**src/rtl/parity_pkg.sv**
```systemverilog
`default_nettype none
// ============================================================================
// Module      : parity_pkg
// Description : Shared FSM state encoding and constants for parity_frame_check
// Revision    : 1.0 - initial release
// ============================================================================
package parity_pkg;

  // Frame FSM: no beat yet / mid-frame / result waiting for the consumer
  typedef enum logic [1:0] {
    IDLE  = 2'd0,
    ACCUM = 2'd1,
    HOLD  = 2'd2
  } state_t;

  // Width of the optional error counter
  localparam int ERR_CNT_W = 16;

endpackage
`default_nettype wire

```
**src/rtl/word_parity.sv**
```systemverilog
`default_nettype none
// ============================================================================
// Module      : word_parity
// Description : Combinational reduction-XOR (even parity) of one data word
// Revision    : 1.0 - initial release
// ============================================================================
module word_parity #(
  parameter int N = 8
) (
  input  logic [N-1:0] word,
  output logic         par
);

  assign par = ^word;

endmodule
`default_nettype wire

```
**src/rtl/parity_frame_check.sv**
```systemverilog
`default_nettype none
// ============================================================================
// Module      : parity_frame_check
// Description : Accumulates parity over FRAME_LEN data beats, compares the
//               generated frame parity with the received parity bit and
//               holds the result until the consumer accepts it.
//               Optional macro PARITY_ERR_CNT_EN adds a saturating 16-bit
//               count of accepted results that carried a parity error.
// Revision    : 1.0 - initial release
// ============================================================================
module parity_frame_check
  import parity_pkg::*;
#(
  parameter int N         = 8,
  parameter int FRAME_LEN = 4,
  parameter int ODD       = 0
) (
  input  logic                 clk,
  input  logic                 rst,
  input  logic                 in_valid,
  output logic                 in_ready,
  input  logic [N-1:0]         din,
  input  logic                 din_par,
  input  logic                 flush,
  output logic                 out_valid,
  input  logic                 out_ready,
  output logic                 dout,
`ifdef PARITY_ERR_CNT_EN
  output logic                 err,
  output logic [ERR_CNT_W-1:0] err_cnt
`else
  output logic                 err
`endif
);

  localparam int       CNT_W    = (FRAME_LEN > 1) ? $clog2(FRAME_LEN) : 1;
  localparam logic [CNT_W-1:0] LAST_CNT = CNT_W'(FRAME_LEN - 1);
  localparam logic     ODD_BIT  = (ODD != 0);

  state_t           state;
  logic [CNT_W-1:0] cnt;
  logic             acc;
  logic             beat_par;
  logic             acc_next;
  logic             gen_par;
  logic             accept;
  logic             last_beat;

  word_parity #(.N(N)) u_word_parity (
    .word (din),
    .par  (beat_par)
  );

  // Running parity including the current beat, and final sense-adjusted bit
  assign acc_next  = acc ^ beat_par;
  assign gen_par   = acc_next ^ ODD_BIT;
  assign in_ready  = (state != HOLD);
  assign accept    = in_valid && in_ready;
  assign last_beat = (cnt == LAST_CNT);

  // Frame FSM with registered result outputs; rst beats flush beats handshakes
  always_ff @(posedge clk) begin
    if (rst) begin
      state     <= IDLE;
      cnt       <= '0;
      acc       <= 1'b0;
      out_valid <= 1'b0;
      dout      <= 1'b0;
      err       <= 1'b0;
    end else if (flush) begin
      state     <= IDLE;
      cnt       <= '0;
      acc       <= 1'b0;
      out_valid <= 1'b0;
      dout      <= 1'b0;
      err       <= 1'b0;
    end else begin
      case (state)
        IDLE, ACCUM: begin
          if (accept) begin
            if (last_beat) begin
              state     <= HOLD;
              cnt       <= '0;
              acc       <= 1'b0;
              out_valid <= 1'b1;
              dout      <= gen_par;
              err       <= gen_par ^ din_par;
            end else begin
              state <= ACCUM;
              cnt   <= cnt + 1'b1;
              acc   <= acc_next;
            end
          end
        end
        HOLD: begin
          if (out_ready) begin
            state     <= IDLE;
            out_valid <= 1'b0;
          end
        end
        default: begin
          state     <= IDLE;
          cnt       <= '0;
          acc       <= 1'b0;
          out_valid <= 1'b0;
        end
      endcase
    end
  end

`ifdef PARITY_ERR_CNT_EN
  // Saturating count of delivered results flagged as errors; survives flush
  always_ff @(posedge clk) begin
    if (rst) begin
      err_cnt <= '0;
    end else if (!flush && out_valid && out_ready && err && (err_cnt != '1)) begin
      err_cnt <= err_cnt + 1'b1;
    end
  end
`endif

endmodule
`default_nettype wire

```
**config.mk**
```make
export PLATFORM = sky130hd
export DESIGN_NAME = parity_frame_check
export DESIGN_NICKNAME = d
export VERILOG_FILES = /design/src/rtl/parity_pkg.sv /design/src/rtl/word_parity.sv /design/src/rtl/parity_frame_check.sv
export SDC_FILE = /design/constraint.sdc
export NUM_CORES = 1
export LEC_CHECK = 0
export ABC_AREA = 1
export CORE_AREA = 2 2 39 41
export DETAILED_ROUTE_END_ITERATION = 8
export DIE_AREA = 0 0 41 43
export PLACE_DENSITY_LB_ADDON = 0.2
export SLEW_MARGIN = 30
export SYNTH_ARGS = -nofsm -noshare
export SYNTH_HDL_FRONTEND = slang
export SYNTH_SLANG_ARGS = --single-unit
```
**constraint.sdc**
```tcl
create_clock -name clk -period 2.1 [get_ports clk]
set_input_delay 0.21 -clock clk [delete_from_list [all_inputs] [get_ports clk]]
set_output_delay 0.21 -clock clk [all_outputs]
set_load 0.01 [all_outputs]
```
======== Word-level counts from Yosys, hierarchy flattened ========
Cells that the tools add are included.
operators by class
  add/sub/neg operators ................... 1
  multiply operators ...................... 0
  divide/modulo/power cells ............... 0
  magnitude comparators ................... 0
  equal/unequal tests ..................... 7
  shift-type cells ........................ 0
  mux-type cells .......................... 14
  bitwise logic cells ..................... 3
  reductions and logical operators ........ 9
operators with widths
  kind                 count
  $mux 2               5
  $ne 2x2->1 const B   4
  $pmux 2 s2           2
  $reduce_xor 8->1     1
  $reduce_and 3->1     2
  $mux 1               5
  $eq 2x2->1 const B   2
  $pmux 1 s2           2
  $reduce_and 2->1     2
  $reduce_or 2->1      2
  $add 2x1->2 const B  1
  $eq 2x1->1 const B   1
  $logic_not 2->1      1
  $xor 1x1->1          2
  $logic_and 1x1->1    1
  $not 1->1            1
word-level totals
  register bits ........................... 8
  bits in latches ......................... 0
  RAM bits ................................ 0
  bits in read-only memories .............. 0
  output and inout bits ................... 4
  logic and storage cells ................. 40
  memories kept ........................... 0

======== Longest topological paths before layout ========
Gate-level depths: netlist of run 1.
  word-level depth ........................ 5
  mapped depth ............................ 13
  gate-level depth less buffers ........... 13

======== By module ========
Synthesis of run 1 repeated with hierarchy kept, for this count alone.
second synthesis, totals
  cells, all modules ...................... 100
  area total of the unflattened synthesis .. 550.5 µm²
by module, submodules not included
  module              instances  cells each  area an instance (µm²)  seq. area each (µm²)
  parity_frame_check  1          53          374.1                   160.2
  word_parity         1          47          176.4                   0.0

======== Least setup slack after synthesis of run 1 ========
No wires, ideal clock.
  path kind ............................... register -> register
  start ................................... reg state[1]
  end ..................................... reg err
  arrival time ............................ 1.099 ns
  data required time ...................... 1.991 ns
  path slack .............................. 0.892 ns
  stages on the path, launching flop included .. 9
  buffers on the path ..................... 0
  cell sequence ........................... dfxtp_1 > nand2_1 > or2_1 > nand2_2 > nor3_2 > nor2_1 > nor2_1 > nand2_1 > inv_1
between the ends
  word-level cells in the longest chain between the ends .. 3
RTL lines
  element                     line                      RTL
  start, declared             parity_frame_check.sv:40  state_t state;
  start signal, assigned      parity_frame_check.sv:64  state <= IDLE;
  start signal, assigned      parity_frame_check.sv:71  state <= IDLE;
  start signal, assigned      parity_frame_check.sv:82  state <= HOLD;
  $ne 2x2->1                  parity_frame_check.sv:57  assign in_ready = (state != HOLD);
  via in_ready                parity_frame_check.sv:21  output logic in_ready,
  $logic_and 1x1->1           parity_frame_check.sv:58  assign accept = in_valid && in_ready;
  $reduce_and 3->1 (no line)  -
  end signal, assigned        parity_frame_check.sv:87  err <= gen_par ^ din_par;
  end, declared               parity_frame_check.sv:32  output logic err
The timed path passes the listed nets, and every way through them passes these cells.
A chain may end at the register's enable or synchronous reset.

======== Worst setup path after layout of run 1 ========
  start ................................... reg state[1]
  end ..................................... out in_ready
between the ends
  word-level cells in the longest chain between the ends .. 1
RTL lines
  element        line
  $ne 2x2->1     parity_frame_check.sv:57
  end, declared  parity_frame_check.sv:21
No other way between the ends.

==> results of run 1 <==
==> metrics by stage <==
| step | setup WS (ns) | cells | utilization (%) |
|---|---|---|---|
| floorplan | 0.8919 | 81 | - |
| global placement | 0.5695 | 114 | 49.10 |
| detailed placement | 0.5212 | 114 | 49.10 |
| CTS | 0.6192 | 117 | 50.72 |
| global route | 0.5223 | 117 | 50.72 |
| finish | 0.6244 | 117 | 50.72 |
==> power breakdown <==
group | internal [W] | switching, W | total (W)
logic | 0.0000393 | 0.0000363 | 0.0000756
registers | 0.000155 | 0.00000186 | 0.000157
clock network | 0.0000653 | 0.0000505 | 0.000116
==> synthesized netlist by cell type, drive strengths merged <==
cell type,instances
a21oi,7
dfxtp,8
ha,1
inv,14
nand2,31
nand3,5
nand3b,1
nand4,1
nor2,5
nor3,1
nor4,1
o21ai,3
or2,2
xor2,1
==> final cells by class <==
cell class	count	area, µm²	area share (%)
Inverter	14	52.55	7.487
Timing Repair Buffer	17	170.2	24.24
Sequential cell	8	160.2	22.82
Multi-Input combinational cell	59	276.5	39.39
Tap cell	16	20.02	2.852
Clock buffer	3	22.52	3.209
==> routing by layer <==
metal | vias up | track usage, %
li1 | 296 | -
met1 | 227 | 18.12
met2 | 16 | 17.81
met3 | 4 | 7.853
met4 | 0 | 8.000
met5 | - | 0
==> path summary, 6_finish.rpt <==
check	start	to
setup reg to reg	state[1]$_SDFFE_PP0P_	err$_SDFFE_PP0P_
hold / removal	state[0]$_SDFFE_PP0P_	state[0]$_SDFFE_PP0P_
hold reg to reg	state[0]$_SDFFE_PP0P_	state[0]$_SDFFE_PP0P_
setup / recovery	state[1]$_SDFFE_PP0P_	in_ready
==> critical path, cell delays in order, from the launching register on <==
cell,delay (ns)
dfxtp_1,0.42
nand2_1,0.11
clkdlybuf4s50_1,0.48
==> logic make-up after synthesis <==
kind of cell | Yosys count | synth area share (%)
compound gates | 10 | 10.23
xor+xnor | 1 | 1.791
fa+ha+maj | 1 | 2.557
buf+inv | 14 | 10.74
flops | 8 | 32.74
simple gates | 47 | 41.95
==> sequential cells by signal (all words and copies together), names as in the netlist <==
name and count:
err 1, cnt 2, state 2, out_valid 1, dout 1, acc 1
==> layout by cell type, fill, tap and decap left out, drive strengths merged, types with 2 or more instances in the layout <==
| cell type | n |
|---|---|
| o21ai | 3 |
| dfxtp | 8 |
| nand2 | 31 |
| nand3 | 5 |
| a21oi | 7 |
| clkbuf | 3 |
| clkdlybuf4s50 | 17 |
| inv | 14 |
| or2 | 2 |
| nor2 | 5 |
==> impl_metrics.py, run 1 <==
metrics = {
    "timing": {
        "setup-violations-final": 0,
        "fmax_mhz": 677.7,
        "finalSetupTns_ns": 0,
        "period_needed_ns": 1.476,
        "relSlewSlack_pct": 80.69,
        "timing.final.crit_share_pct": 70.27,
        "hold_ws_ns": 0.4515,
        "worstMarginPinSlew_ns": 0.2881,
        "rsz0062_at_grt": "false",
        "finClkSkew_ns": 0.004750,
        "slew_viol_final": 0,
        "hold_viol": 0,
    },
    "global_route": {
        "antenna_found_initial": 0,
        "grt_pass1_wl_um": 1635,
        "grt.total_usage_pct": 14.08,
        "grt_pass1_vias": 425,
        "overflow": 0,
        "grt_max_degree": 7,
    },
    "synthesis": {
        "synth_area_leaders": "dfxtp_1, nand2_1, inv_1, a21oi_1, nand3_1",
        "syn-cell-area_um2": 489.2,
        "synth.yosys.seq_area_share_pct": 32.74,
        "syn_avg_cell_area_um2": 6.040,
        "ys_ff_latch": 8,
        "ys_types": 16,
        "syn_inst": 81,
        "synthDominantCellAreaShare_pct": 32.74,
        "synth_nets": 96,
        "yosys.area.top_type": "dfxtp_1",
        "ys_warn_count": 0,
    },
    "detailed_routing": {
        "dr_wl_met3_um": 81,
        "routed.top_layer": "met4",
        "via_count": 543,
        "drt-met1-wl_um": 473,
        "dr.pass1.iters": 4,
        "routed_wirelength_um": 975,
        "via_per_inst": 4.641,
        "first_iter_violations": 11,
        "wl_per_cell_um": 8.333,
        "drc_errors": 0,
        "dr_wl_met2_um": 401,
        "ant_nets": 0,
    },
    "cts": {
        "htree_levels": 1,
        "clk_latency_ns": 0.25,
        "ctsHoldBuffers": 0,
        "cts_root_buf": "clkbuf_4",
        "cts_setup_buffers": 0,
        "numCtsBuffers": 3,
        "clock-sinks": 8,
        "cts-resized-gates": 0,
        "cts_buffer_depth": 2,
        "cts_tree": "done",
        "path_clk_slew_ns": 0.05,
    },
    "min_path": {
        "hold_path.class": "reg2reg",
        "hold_depth": 2,
    },
    "run": {
        "maxCapViolations": 0,
    },
    "setup_path": {
        "startpoint_type": "register",
        "worstPathRequired_ns": 1.89,
        "worstRegToRegCells": 8,
        "crit_type": "reg2out",
        "critPathMaxFanout": 6,
        "r2r_setup_slack_ns": 0.81,
        "end_kind": "output pin",
        "cp.arrival_ns": 1.27,
    },
    "outcome": {
        "status": "finished clean",
    },
    "power": {
        "power_w": 0.0003485,
        "ir_drop_mv": 0.3756,
        "power_density_nw_per_um2": 496.5,
        "p_leak_nw": 0.3416,
    },
    "floorplan": {
        "row_count": 14,
        "ioPinCount": 18,
        "die_area_um2": 1763,
        "coreArea_um2": 1384,
        "fp.dieH_um": 43,
        "start_util_pct": 35.35,
        "die_w_um": 41,
    },
    "placed_design": {
        "hpwl_um": 769.6,
        "gp_congestion": 0.7024,
        "port-buffer-count": 17,
        "placed_area_um2": 679.4,
    },
    "layout": {
        "areaGrowthSynthToFinish_pct": 43.48,
        "final_area_um2": 701.9,
        "fillers": 131,
        "nets": 118,
        "n_antenna_cell": 0,
        "drive_gt1_share_pct": 5.941,
    },
}
Power figures use the tool's default switching activity.
==> run 2, diff against run 1 <==
- clock period: 2.1 -> 1.4 ns (I/O delays scaled with it)
==> impl_metrics.py, run 2 (synthesis gave the netlist of run 1 again) <==
metrics = {
    "outcome": {
        "status": "finished clean",
    },
    "cts": {
        "numCtsBuffers": 3,
        "clk_latency_ns": 0.25,
        "cts_root_buf": "clkbuf_4",
        "cts_buffer_depth": 2,
        "cts_tree": "done",
        "htree_levels": 1,
        "path_clk_slew_ns": 0.05,
        "clock-sinks": 8,
    },
    "timing": {
        "hold_ws_ns": 0.4528,
        "rsz0062_at_grt": "false",
        "relSlewSlack_pct": 80.39,
        "slew_viol_final": 0,
        "finClkSkew_ns": 0.0007450,
        "setup-violations-final": 0,
        "finalSetupTns_ns": 0,
        "fmax_mhz": 800.5,
        "worstMarginPinSlew_ns": 0.2926,
        "period_needed_ns": 1.249,
        "layout_setup_ws_ns": 0.1508,
        "timing.final.crit_share_pct": 89.23,
        "hold_viol": 0,
    },
    "placed_design": {
        "hpwl_um": 771.2,
        "port-buffer-count": 17,
        "gp_congestion": 0.7199,
        "pre_cts_slack_ns": -0.09979,
    },
    "layout": {
        "layout_common_cells": "nand2_1, clkdlybuf4s50_1, inv_1",
        "final_common_cell": "nand2_1",
        "top_regs": "cnt: 2 flops, state: 2 flops",
        "n_antenna_cell": 0,
        "drive_gt1_share_pct": 11.65,
        "areaGrowthSynthToFinish_pct": 49.87,
        "fin_util_pct": 52.98,
        "nets": 120,
    },
    "global_route": {
        "overflow": 0,
        "grt.total_usage_pct": 13.41,
        "antenna_found_initial": 0,
        "grt_pass1_vias": 428,
        "grt_pass1_wl_um": 1600,
        "grt_max_degree": 7,
    },
    "detailed_routing": {
        "routed_wirelength_um": 982,
        "dr.pass1.iters": 3,
        "via_count": 539,
        "dr_wl_met2_um": 438,
        "first_iter_violations": 10,
        "wl_per_cell_um": 8.252,
        "ant_nets": 0,
        "drc_errors": 0,
        "via_per_inst": 4.529,
        "dr_wl_met3_um": 60,
        "routed.top_layer": "met4",
        "drt-met1-wl_um": 473,
    },
    "floorplan": {
        "ioPinCount": 18,
        "row_count": 14,
        "coreArea_um2": 1384,
        "die_w_um": 41,
        "fp.dieH_um": 43,
        "die_area_um2": 1763,
        "start_util_pct": 35.35,
    },
    "setup_path": {
        "critPathTopFamily": "buffers and inverters",
        "end_kind": "output pin",
        "critPathMaxFanout": 2,
        "startpoint_type": "register",
        "slowest_stage": "clkdlybuf4s50_1",
        "cp_num_buf_inv": 1,
        "crit_type": "reg2out",
        "worstPathRequired_ns": 1.26,
        "cp.arrival_ns": 1.11,
        "path_cells": "clkdlybuf4s50_1",
        "slowest_delay_ns": 0.54,
    },
    "run": {
        "maxCapViolations": 0,
    },
    "power": {
        "p_leak_nw": 0.3636,
        "power_frac_clock_pct": 32.3,
        "power_w": 0.0005343,
        "p_sw_w": 0.0001376,
        "power_frac_comb_pct": 23.7,
        "p_int_w": 0.0003967,
        "power_frac_seq_pct": 44.0,
        "ir_drop_mv": 0.3665,
        "netSwitchingFraction_pct": 25.75,
        "power_density_nw_per_um2": 728.7,
    },
    "min_path": {
        "hold_path.class": "reg2reg",
    },
}
==> run 2: final timing paths <==
path	start	endpoint	slack, ns	depth (start not counted)
worst max-delay path	dout$_SDFFE_PP0P_	dout	0.15	1
worst min-delay path	state[0]$_SDFFE_PP0P_	state[0]$_SDFFE_PP0P_	0.45	2
worst max register to register	cnt[0]$_SDFFE_PP0P_	err$_SDFFE_PP0P_	0.17	7
worst min register to register	state[0]$_SDFFE_PP0P_	state[0]$_SDFFE_PP0P_	0.45	2
==> run 2: layout make-up <==
class	count	area, µm²
fillers	143	650.6
multi-input cells	59	286.5
repair buffers	19	190.2
flip-flops and latches	8	161.4
inverters	14	52.55
clock buffers	3	22.52
well taps	16	20.02
==> run 2: metal layers <==
| metal | global-route usage [%] | vias up |
|---|---|---|
| li1 | - | 297 |
| met1 | 16.61 | 230 |
| met2 | 19.06 | 10 |
| met3 | 3.141 | 2 |
| met4 | 10.00 | 0 |
| met5 | 0 | - |
==> run 2: power groups by stage <==
stage / combinational, W / sequential, W / clock (W)
global placement: 0.000118 / 0.000240 / 0
global route: 0.000144 / 0.000236 / 0.000194
floorplan: 0.0000638 / 0.000240 / 0
detailed placement: 0.000121 / 0.000240 / 0
CTS: 0.000122 / 0.000235 / 0.000179
finish: 0.000126 / 0.000235 / 0.000172
==> run 2: per-stage QoR <==
step	instance area (µm²)	std cells
finish	733.2	119
global route	733.2	119
CTS	716.9	119
detailed placement	694.4	116
global placement	694.4	116
floorplan	489.2	81
==> run 2: timing repair <==
action	CTS	global route
buffers inserted	0	0
hold buffers	0	0
endpoints found under the setup margin	0	2
gates resized for setup	0	6
